`src/rtl/mem_seq_pkg.sv`:
```
// mem_seq_pkg: shared types and constants for the two-lane word sequencer.
package mem_seq_pkg;
    typedef enum logic [1:0] {IDLE, LO, HI, DONE} state_t;
    localparam int AW_DEF = 8;
    localparam int DW_DEF = 16;
    localparam logic LANE_LO = 1'b0;
    localparam logic LANE_HI = 1'b1;
endpackage

```
`src/rtl/mem_word_seq.sv`:
```
// mem_word_seq: sequences a 16-bit load/store as two byte-lane memory cycles.
module mem_word_seq
    import mem_seq_pkg::*;
#(
    parameter int AW = AW_DEF,
    parameter int DW = DW_DEF
) (
    input  logic          Clk,
    input  logic          Reset,
    input  logic          Start,
    input  logic          IsStore,
    input  logic [AW-1:0] Addr,
    input  logic [DW-1:0] WrData,
    output logic [DW-1:0] RdData,
    output logic          Busy,
    output logic          Done,
    output logic          MemRead,
    output logic          MemWrite,
    output logic          Byte,
    output logic [AW-1:0] DataAddress,
    output logic [DW-1:0] DataIn,
    input  logic [DW-1:0] DataOut
);
    state_t        state_q, state_d;
    logic [AW-1:0] a_q, a_d, dad_q, dad_d;
    logic [DW-1:0] wd_q, wd_d, acc_q, acc_d, rd_q, rd_d, din_q, din_d;
    logic          st_q, st_d, busy_q, busy_d, done_q, done_d;
    logic          mrd_q, mrd_d, mwr_q, mwr_d, byte_q, byte_d, act;

    always_comb begin
        state_d = state_q;
        a_d     = a_q;
        wd_d    = wd_q;
        st_d    = st_q;
        acc_d   = acc_q;
        rd_d    = rd_q;
        case (state_q)
            IDLE: if (Start) begin
                state_d = LO;
                a_d     = Addr;
                wd_d    = WrData;
                st_d    = IsStore;
            end
            LO: begin
                state_d = HI;
                acc_d   = st_q ? acc_q : DataOut;
            end
            HI: begin
                state_d = DONE;
                rd_d    = st_q ? rd_q : DataOut;
            end
            default: state_d = IDLE;
        endcase
        // Outputs are decoded from the next state so the registers present them in that state.
        act    = (state_d == LO) || (state_d == HI);
        mrd_d  = act && !st_d;
        mwr_d  = act && st_d;
        byte_d = (state_d == HI) ? LANE_HI : LANE_LO;
        dad_d  = (state_d == LO) ? a_d : (state_d == HI) ? a_d + AW'(1) : '0;
        din_d  = !act ? '0 : st_d ? wd_d : (state_d == HI) ? acc_d : '0;
        busy_d = state_d != IDLE;
        done_d = state_d == DONE;
    end

    always_ff @(posedge Clk) begin
        if (Reset) begin
            state_q <= IDLE;
            a_q     <= '0;
            wd_q    <= '0;
            st_q    <= 1'b0;
            acc_q   <= '0;
            rd_q    <= '0;
            mrd_q   <= 1'b0;
            mwr_q   <= 1'b0;
            byte_q  <= LANE_LO;
            dad_q   <= '0;
            din_q   <= '0;
            busy_q  <= 1'b0;
            done_q  <= 1'b0;
        end else begin
            state_q <= state_d;
            a_q     <= a_d;
            wd_q    <= wd_d;
            st_q    <= st_d;
            acc_q   <= acc_d;
            rd_q    <= rd_d;
            mrd_q   <= mrd_d;
            mwr_q   <= mwr_d;
            byte_q  <= byte_d;
            dad_q   <= dad_d;
            din_q   <= din_d;
            busy_q  <= busy_d;
            done_q  <= done_d;
        end
    end

    assign RdData      = rd_q;
    assign Busy        = busy_q;
    assign Done        = done_q;
    assign MemRead     = mrd_q;
    assign MemWrite    = mwr_q;
    assign Byte        = byte_q;
    assign DataAddress = dad_q;
    assign DataIn      = din_q;
endmodule

```
`config.mk`:
```
export PLATFORM = sky130hd
export DESIGN_NAME = mem_word_seq
export DESIGN_NICKNAME = d
export VERILOG_FILES = /design/src/rtl/mem_seq_pkg.sv /design/src/rtl/mem_word_seq.sv
export SDC_FILE = /design/constraint.sdc
export NUM_CORES = 1
export LEC_CHECK = 0
export ABC_CLOCK_PERIOD_IN_PS = 2400
export CAP_MARGIN = 40
export CORE_UTILIZATION = 35
export DETAILED_ROUTE_END_ITERATION = 8
export PLACE_DENSITY_LB_ADDON = 0.3
export SLEW_MARGIN = 20
export SYNTH_ARGS = -nofsm -noshare
export SYNTH_HDL_FRONTEND = slang
export SYNTH_SLANG_ARGS = --single-unit
```
`constraint.sdc`:
```
create_clock -name Clk -period 2.4 [get_ports Clk]
set_clock_uncertainty 0.2 [all_clocks]
set_input_delay 0.24 -clock Clk [delete_from_list [all_inputs] [get_ports Clk]]
set_output_delay 0.24 -clock Clk [all_outputs]
set_load 0.1 [all_outputs]
```
==> reports/results.md, run 1 <==
| Stage | Parameter | Value |
|---|---|---|
| outcome | Run status | completed |
| global route | Via count of the first global-routing pass | 2518 |
| clocking | Worst-case clock buffer depth | 2 |
| timing | Setup violation total in the final timing report | 0 |
| synth | Average cell area after synthesis | 10.03 sq um |
| clocking | Clock sink count | 88 |
| route | Total via count in the routed design | 2529 |
| placed design | Hpwl dp | 5349 microns |
| synth | Post-synth cell types | 41 |
| die | Number of I/O pins | 89 |
| route | ANT nets after route | 0 |
| power | IR drop worst, VDD | 547.5 uV |
| clocking | Clock tree from TritonCTS | built |
| final layout | Proportion of layout cells with a drive suffix above 1 | 0.2163 |
| flow run | Number of max-cap violations | 0 |
| route | Iteration-0 DRC Markers | 91 |
| synth | Combined area of all synthesized cells | 3149 sq um |
| synth | Largest cells by area after synthesis | dfxtp_1 (56%), mux2i_1 (12%), nor2_1 (5.7%) |
| setup path | End of the worst register-to-register path | DataAddress[6] |
| setup path | Category of the worst setup path launch point | flip-flop |
| final layout | Nets | 460 |
| synth | Post-synthesis instance total | 314 |
| synth | Part of the Yosys area used for sequential elements | 0.5594 |
| route | Number of optimization iterations in the first detailed-route pass | 4 |
| route | Wirelength per Cell | 14.08 microns |
| clocking | Clock latency on the worst-skew pair | 0.34 ns |
| synth | Register bit total from synthesis | 88 |
| final layout | Number of antenna repair diodes | 0 |
| timing | Unrepaired setup endpoints after global routing | false |
| final layout | Layout overhead on the synthesized area | 36.15% |
| die | Effective utilization at floorplan | 0.3611 |
| clocking | Post-CTS setup-driven buffer insertion count | 0 |
| global route | Pin count of the biggest net entering global routing | 41 |
| synth | Share of async-settable or async-resettable flops after synthesis | 0 |
| setup path | Critical path arrival | 2.31 ns |
| route | DRC violation count after routing | 0 |
| clocking | Clock buffer count from CTS | 9 |
| die | Die span in x | 96.86 microns |
| die | Standard-cell rows | 34 |
| timing | Upper clock frequency limit | 0.4421 GHz |
| global route | Global routing usage summed across all routing layers | 0.1627 |
| setup path | Worst endpoint required time | 2.45 ns |
| worst hold path | Hold Crit Class | flip-flop to flip-flop |
| route | Vias per cell | 4.826 |
| setup path | Start-to-end type of the worst setup path | flip-flop to flip-flop |
| power | PD cells | 1329 nW/um^2 |
| synth | Cell taking the most area after synthesis | dfxtp_1 |
| worst hold path | Launch point of the worst hold path | RdData[13] |
| timing | Final worst path period share | 0.9424 |
| global route | Wire length of the first global-routing pass | 12240 microns |
| setup path | Maximum fanout along the worst path | 5 |
| final layout | Total non-filler cell area in the finished layout | 4288 sq um |
| global route | Gr ovfl total | 0 |
| timing | Rel. slew slack | 0.5076 |
| setup path | CP endpoint kind | flip-flop |
| clocking | Clock Pin Slew Worst Setup and Hold Paths | 0.09 ns |
| die | Die Y-Extent | 96.86 microns |
| placed design | Placement Cell Area | 4105 sq um |
| synth | Top_reg_cell synth | dfxtp_1 |
| setup path | Register-to-Register Setup Slack | 0.14 ns |
| synth | Area fraction of the dominant cell type after synthesis | 0.5594 |
| clocking | Clock Tree Root | clkbuf_8 |
| timing | Max-slew violation total from the final report | 0 |
| die | Placeable core area | 8721 sq um |
| timing | Shortest clock period the worst path allows after layout | 2.262 ns |
| synth | Post-synth EDFFs | 0 |
| route | Total length of routed wires | 7377 microns |
| worst hold path | Worst hold stages | 2 |
| placed design | I/O Buffers | 88 |
| placed design | Placer congestion estimate | 0.8295 |
| setup path | Beginning of the worst register-to-register path | state_q[1] |
| setup path | Worst reg-to-reg path cell count | 9 |
| worst hold path | Terminating pin of the worst hold path | RdData[13] |
| synth | Synthesized netlist net count | 363 |
| die | Overall die area | 9381 sq um |
| timing | Final total negative setup slack | 0 ns |
| timing | Hold violation count in the final report | 0 |
| synth | Ys Warns | 0 |
| power | Leakage Power | 1.901 nW |
| global route | Antenna violations before repair | 0 |
| timing | Actual transition at the worst max-transition pin | 0.7387 ns |
| clocking | H-tree Lvls | 3 |
[critical path: stages (launching register included)]
cell,delay [ns]
dfxtp_1,0.33
inv_2,0.12
ha_2,0.25
nand2_4,0.10
mux2_2,0.26
ha_1,0.15
o21ai_0,0.18
a2111oi_2,0.35
xor2_1,0.17
nor2_1,0.05
[Yosys cell counts (2+ instances only)]
library cell,instances
nor2b_1,4
a21oi_1,20
o22ai_1,16
inv_1,4
nand2_1,37
nor3_1,2
clkbuf_1,11
ha_1,5
mux2i_2,2
nand2b_1,3
nand3_1,2
mux2i_1,37
dfxtp_1,88
mux2_2,3
xnor2_1,2
o21ai_0,3
buf_2,4
nor2_1,48
[metal layers]
metal	vias up	part of all wire	track usage	wire length (microns)
met5	-	0	0	0
met1	1195	0.45	0.2018	3339
met4	0	0.021	0.06659	157
met2	71	0.48	0.2633	3528
met3	13	0.048	0.04841	351
li1	1250	-	-	-
[stage by stage]
step	util	setup slack, ns	hold WS, ns	total power, mW	cells
2_1_floorplan	-	0.1909	0.1760	4.099	314
3_3_place_gp	0.4707	0.06700	0.2455	4.794	507
3_5_place_dp	0.4707	0.009184	0.2479	4.839	507
4_1_cts	0.4910	0.1103	0.2530	5.723	524
5_1_grt	0.4917	0.01652	0.2664	5.992	524
6_report	0.4917	0.1382	0.2567	5.698	524
[cell type report]
cell class              instances  area, sq um
clock buffers                  13        148.9
flip-flops and latches         88         1762
repair buffers                103        903.4
inverters                       5        18.77
well taps                     108        135.1
multi-input cells             204         1303
fillers                       836         4433
clock inverters                 3        17.52
[state kept, by name, summed over array words and instances, names as in the netlist]
| name | count |
|---|---|
| MemRead | 1 |
| Busy | 1 |
| st_q | 1 |
| DataAddress | 8 |
| DataIn | 16 |
| wd_q | 16 |
| Byte | 1 |
| a_q | 8 |
| acc_q | 16 |
| state_q | 2 |
| RdData | 16 |
| MemWrite | 1 |
| Done | 1 |
[worst max path at each step]
stage / slack (ns) / to / from / depth (start not counted)
3_3_place_gp: 0.07 / DataAddress[6] / Start / 8
6_report: 0.14 / DataAddress[6] / state_q[1] / 9
5_1_grt: 0.02 / DataAddress[6] / state_q[1] / 9
2_1_floorplan: 0.19 / DataAddress[4] / state_q[0] / 9
4_1_cts: 0.11 / DataAddress[4] / state_q[1] / 9
3_5_place_dp: 0.009 / DataAddress[4] / Start / 8
[power breakdown]
part	internal (mW)	switching (mW)
logic	0.877	2.05
clock network	0.403	0.482
registers	1.77	0.110
total	3.05	2.65
[placed cells by master, fill, tap and decap left out, types with 3 or more instances in the layout]
cell	Yosys	final
mux2_2	3	3
mux2i_1	37	37
o22ai_1	16	16
dfxtp_1	88	88
nand2b_1	3	3
buf_4	1	57
o21ai_0	3	3
nor2_1	48	48
ha_1	5	4
nand2_1	37	37
clkbuf_1	11	3
nor2b_1	4	4
clkdlybuf4s50_1	0	42
a21oi_1	20	19
inv_1	4	4
clkbuf_8	0	10
[cell families (layout without fill, tap and decap cells)]
logic type,after synthesis,after routing,synth area share
xor+xnor,3,3,0.008345
compound gates,48,48,0.09337
buf+inv,22,124,0.02900
simple gates,104,104,0.1422
flops,88,88,0.5594
mux,44,44,0.1478
fa+ha+maj,5,5,0.01986
[repair_timing]
action / 4_1_cts / 5_1_grt
endpoints found under the hold margin: 1 / 0
hold buffers: 1 / 0
endpoints found under the setup margin: 0 / 3
gates resized for setup: 0 / 2
Power figures use the tool's default switching activity.
==> run 2: changes to the inputs <==
==> constraint.sdc (replaced) <==
create_clock -name Clk -period 2.4 [get_ports Clk]
set_clock_uncertainty 0.2 [all_clocks]
set_input_delay 0.24 -clock Clk [delete_from_list [all_inputs] [get_ports Clk]]
set_output_delay 0.24 -clock Clk [all_outputs]
set_load 0.05 [all_outputs]
==> reports/results.md, run 2 (same netlist as run 1, synthesis figures left out) <==
| Stage | Parameter | Value | Delta |
|---|---|---|---|
| clocking | Worst-case clock buffer depth | 2 | unchanged |
| timing | Actual transition at the worst max-transition pin | 0.7373 ns | -0.001393 ns |
| die | Overall die area | 9381 sq um | unchanged |
| die | Number of I/O pins | 89 | unchanged |
| placed design | Hpwl dp | 5288 microns | -1.1% |
| route | Wirelength per Cell | 14.22 microns | +1.0% |
| final layout | Most common cell after layout, fill and taps aside | dfxtp_1 |  |
| clocking | Clock buffer count from CTS | 9 | unchanged |
| placed design | I/O Buffers | 88 | unchanged |
| timing | Shortest clock period the worst path allows after layout | 2.272 ns | +0.01071 ns |
| global route | Global routing usage summed across all routing layers | 0.1687 | +0.005940 |
| final layout | Highest-count cells in the layout ignoring fill and taps | dfxtp_1 (88), clkdlybuf4s50_1 (87), nor2_1 (48), nand2_1 (37), mux2i_1 (36) |  |
| route | ANT nets after route | 0 | unchanged |
| final layout | Number of cells in the finished layout apart from fillers | 523 | -0.19% |
| route | Vias per cell | 4.746 | -1.7% |
| die | Effective utilization at floorplan | 0.3611 | unchanged |
| setup path | Crit-path slowest cell | a2111oi_2 |  |
| setup path | CP endpoint kind | flip-flop |  |
| route | Iteration-0 DRC Markers | 100 | +9.9% |
| clocking | Clock Pin Slew Worst Setup and Hold Paths | 0.08 ns | about the same |
| power | Leakage Power | 1.826 nW | -3.9% |
| final layout | Footprint of the flip-flops and latches | 1762 sq um | unchanged |
| timing | Final worst path period share | 0.9469 | +0.004461 |
| power | IR drop worst, VDD | 530.2 uV | -3.2% |
| worst hold path | Worst hold stages | 2 | unchanged |
| die | Placeable core area | 8721 sq um | unchanged |
| flow run | Number of max-cap violations | 0 | unchanged |
| final layout | Layout overhead on the synthesized area | 40.41% |  |
| route | Routed length on met2 | 3665 microns | +3.9% |
| final layout | Number of antenna repair diodes | 0 | unchanged |
| timing | Rel. slew slack | 0.5085 | +0.0009290 |
| setup path | CP Launch Point | state_q[1] |  |
| route | Highest routed layer | met4 |  |
| setup path | Category of the worst setup path launch point | flip-flop |  |
| worst hold path | Hold Crit Class | input pin to flip-flop |  |
| final layout | Nets | 460 | unchanged |
| clocking | Clock tree from TritonCTS | built |  |
| placed design | Inst Count DP | 508 | +0.20% |
| timing | Upper clock frequency limit | 0.4400 GHz | -0.47% |
| setup path | Worst endpoint required time | 2.45 ns | about the same |
| timing | Unrepaired setup endpoints after global routing | false |  |
| setup path | Cell class contributing the biggest share of worst-path delay | compound AO/OA/AOI/OAI gates |  |
| final layout | Fillers | 809 | -3.2% |
| clocking | Clock sink count | 88 | unchanged |
| timing | Final total negative setup slack | 0 ns | unchanged |
| power | PD cells | 1197 nW/um^2 | -9.9% |
| setup path | Crit path cell chain | inv_2 -> ha_2 -> nand2_4 -> mux2_2 -> ha_1 -> o21ai_0 -> a2111oi_2 -> xor2_1 -> nor2_1 |  |
| global route | Antenna violations before repair | 0 | unchanged |
| clocking | H-tree Lvls | 3 | unchanged |
| setup path | Number of cells on the critical path | 9 | unchanged |
| outcome | Run status | completed |  |
| global route | Wire length of the first global-routing pass | 12480 microns | +2.0% |
| timing | Max-slew violation total from the final report | 0 | unchanged |
| final layout | Proportion of layout cells with a drive suffix above 1 | 0.1157 | -0.1007 |
| global route | Gr ovfl total | 0 | unchanged |
| die | Die Y-Extent | 96.86 microns | unchanged |
| setup path | Critical path arrival | 2.32 ns | about the same |
| timing | Hold slack | 0.04102 ns | -0.2156 ns |
| route | DRC violation count after routing | 0 | unchanged |
| timing | Setup violation total in the final timing report | 0 | unchanged |
| setup path | Peak per-stage delay on the critical path | 0.37 ns | +0.02 ns |
| final layout | Multi-input logic area | 1306 sq um | +0.29% |
| worst hold path | Launch point of the worst hold path | Reset |  |
| route | Number of optimization iterations in the first detailed-route pass | 4 | unchanged |
| route | Post-route met1 wirelength | 3283 microns | -1.7% |
| setup path | Beginning of the worst register-to-register path | state_q[1] |  |
| clocking | Clock Tree Root | clkbuf_8 |  |
| route | Total length of routed wires | 7437 microns | +0.81% |
| clocking | Clock latency on the worst-skew pair | 0.35 ns | about the same |
| setup path | Start-to-end type of the worst setup path | flip-flop to flip-flop |  |
| timing | Hold violation count in the final report | 0 | unchanged |
| placed design | Placer congestion estimate | 0.7951 | -4.1% |
| setup path | Count of buffering cells on the critical path with inverters included | 1 | unchanged |
| setup path | Maximum fanout along the worst path | 5 | unchanged |
| global route | Via count of the first global-routing pass | 2500 | -0.71% |
| setup path | Worst reg-to-reg path cell count | 9 | unchanged |
| route | Total via count in the routed design | 2482 | -1.9% |
| die | Die span in x | 96.86 microns | unchanged |
| global route | Pin count of the biggest net entering global routing | 49 | +20% |
| die | Standard-cell rows | 34 | unchanged |
| route | Total length of routed met3 wires | 384 microns | +9.4% |
[run 2: cell types whose count changed in the layout (fill, tap and decap cells not counted), sizes merged]
cell / before / now
clkinv: 2 / 3
bufinv: 0 / 1
clkinvlp: 1 / 0
dlygate4sd3: 1 / 0
clkbuf: 13 / 11
clkdlybuf4s50: 42 / 87
buf: 60 / 16
[run 2: worst register-to-register path, stage by stage (launching register included)]
cell and delay, ns:
dfxtp_1 0.33, inv_2 0.11, ha_2 0.25, nand2_4 0.09
mux2_2 0.27, ha_1 0.17, o21ai_0 0.15, a2111oi_2 0.37
xor2_1 0.18, nor2_1 0.06
[run 2: final cells by class]
class,instances,area share
clock buffer,11,0.03198
clock inverter,4,0.01019
inverter,5,0.004244
multi-input combinational,204,0.2954
sequential,88,0.3984
tap,108,0.03056
timing repair buffer,103,0.2292
[run 2: where the power goes]
| group | switching, mW | internal [mW] |
|---|---|---|
| Clock | 0.495 | 0.500 |
| Combinational | 1.47 | 0.950 |
| Sequential | 0.104 | 1.77 |
| Total | 2.07 | 3.22 |
[run 2: path summary, 6_finish.rpt]
check	slack, ns	to
setup reg to reg	0.13	DataAddress[6]
hold reg to reg	0.26	RdData[11]
setup / recovery	0.13	DataAddress[6]
hold / removal	0.04	state_q[1]
[run 2: layer usage]
layer  vias up  GRT usage
li1       1250          -
met1      1163     0.2053
met2        61     0.2784
met3         8    0.05997
met4         0    0.05166
met5         -          0
[run 2: repair_timing]
item | 4_1_cts | 5_1_grt
buffers inserted | 0 | 0
gates resized for setup | 0 | 3
hold buffers | 0 | 0
endpoints found under the setup margin | 0 | 4
[run 2: stage by stage]
step	total power, mW	setup WS, ns	util	cell area (sq um)
6_report	5.291	0.1275	0.5070	4422
2_1_floorplan	3.529	0.1909	-	3149
3_5_place_dp	4.324	-0.007010	0.4845	4225
5_1_grt	5.606	0.04170	0.5070	4422
4_1_cts	5.315	0.1027	0.5059	4412
3_3_place_gp	4.296	0.09060	0.4845	4225
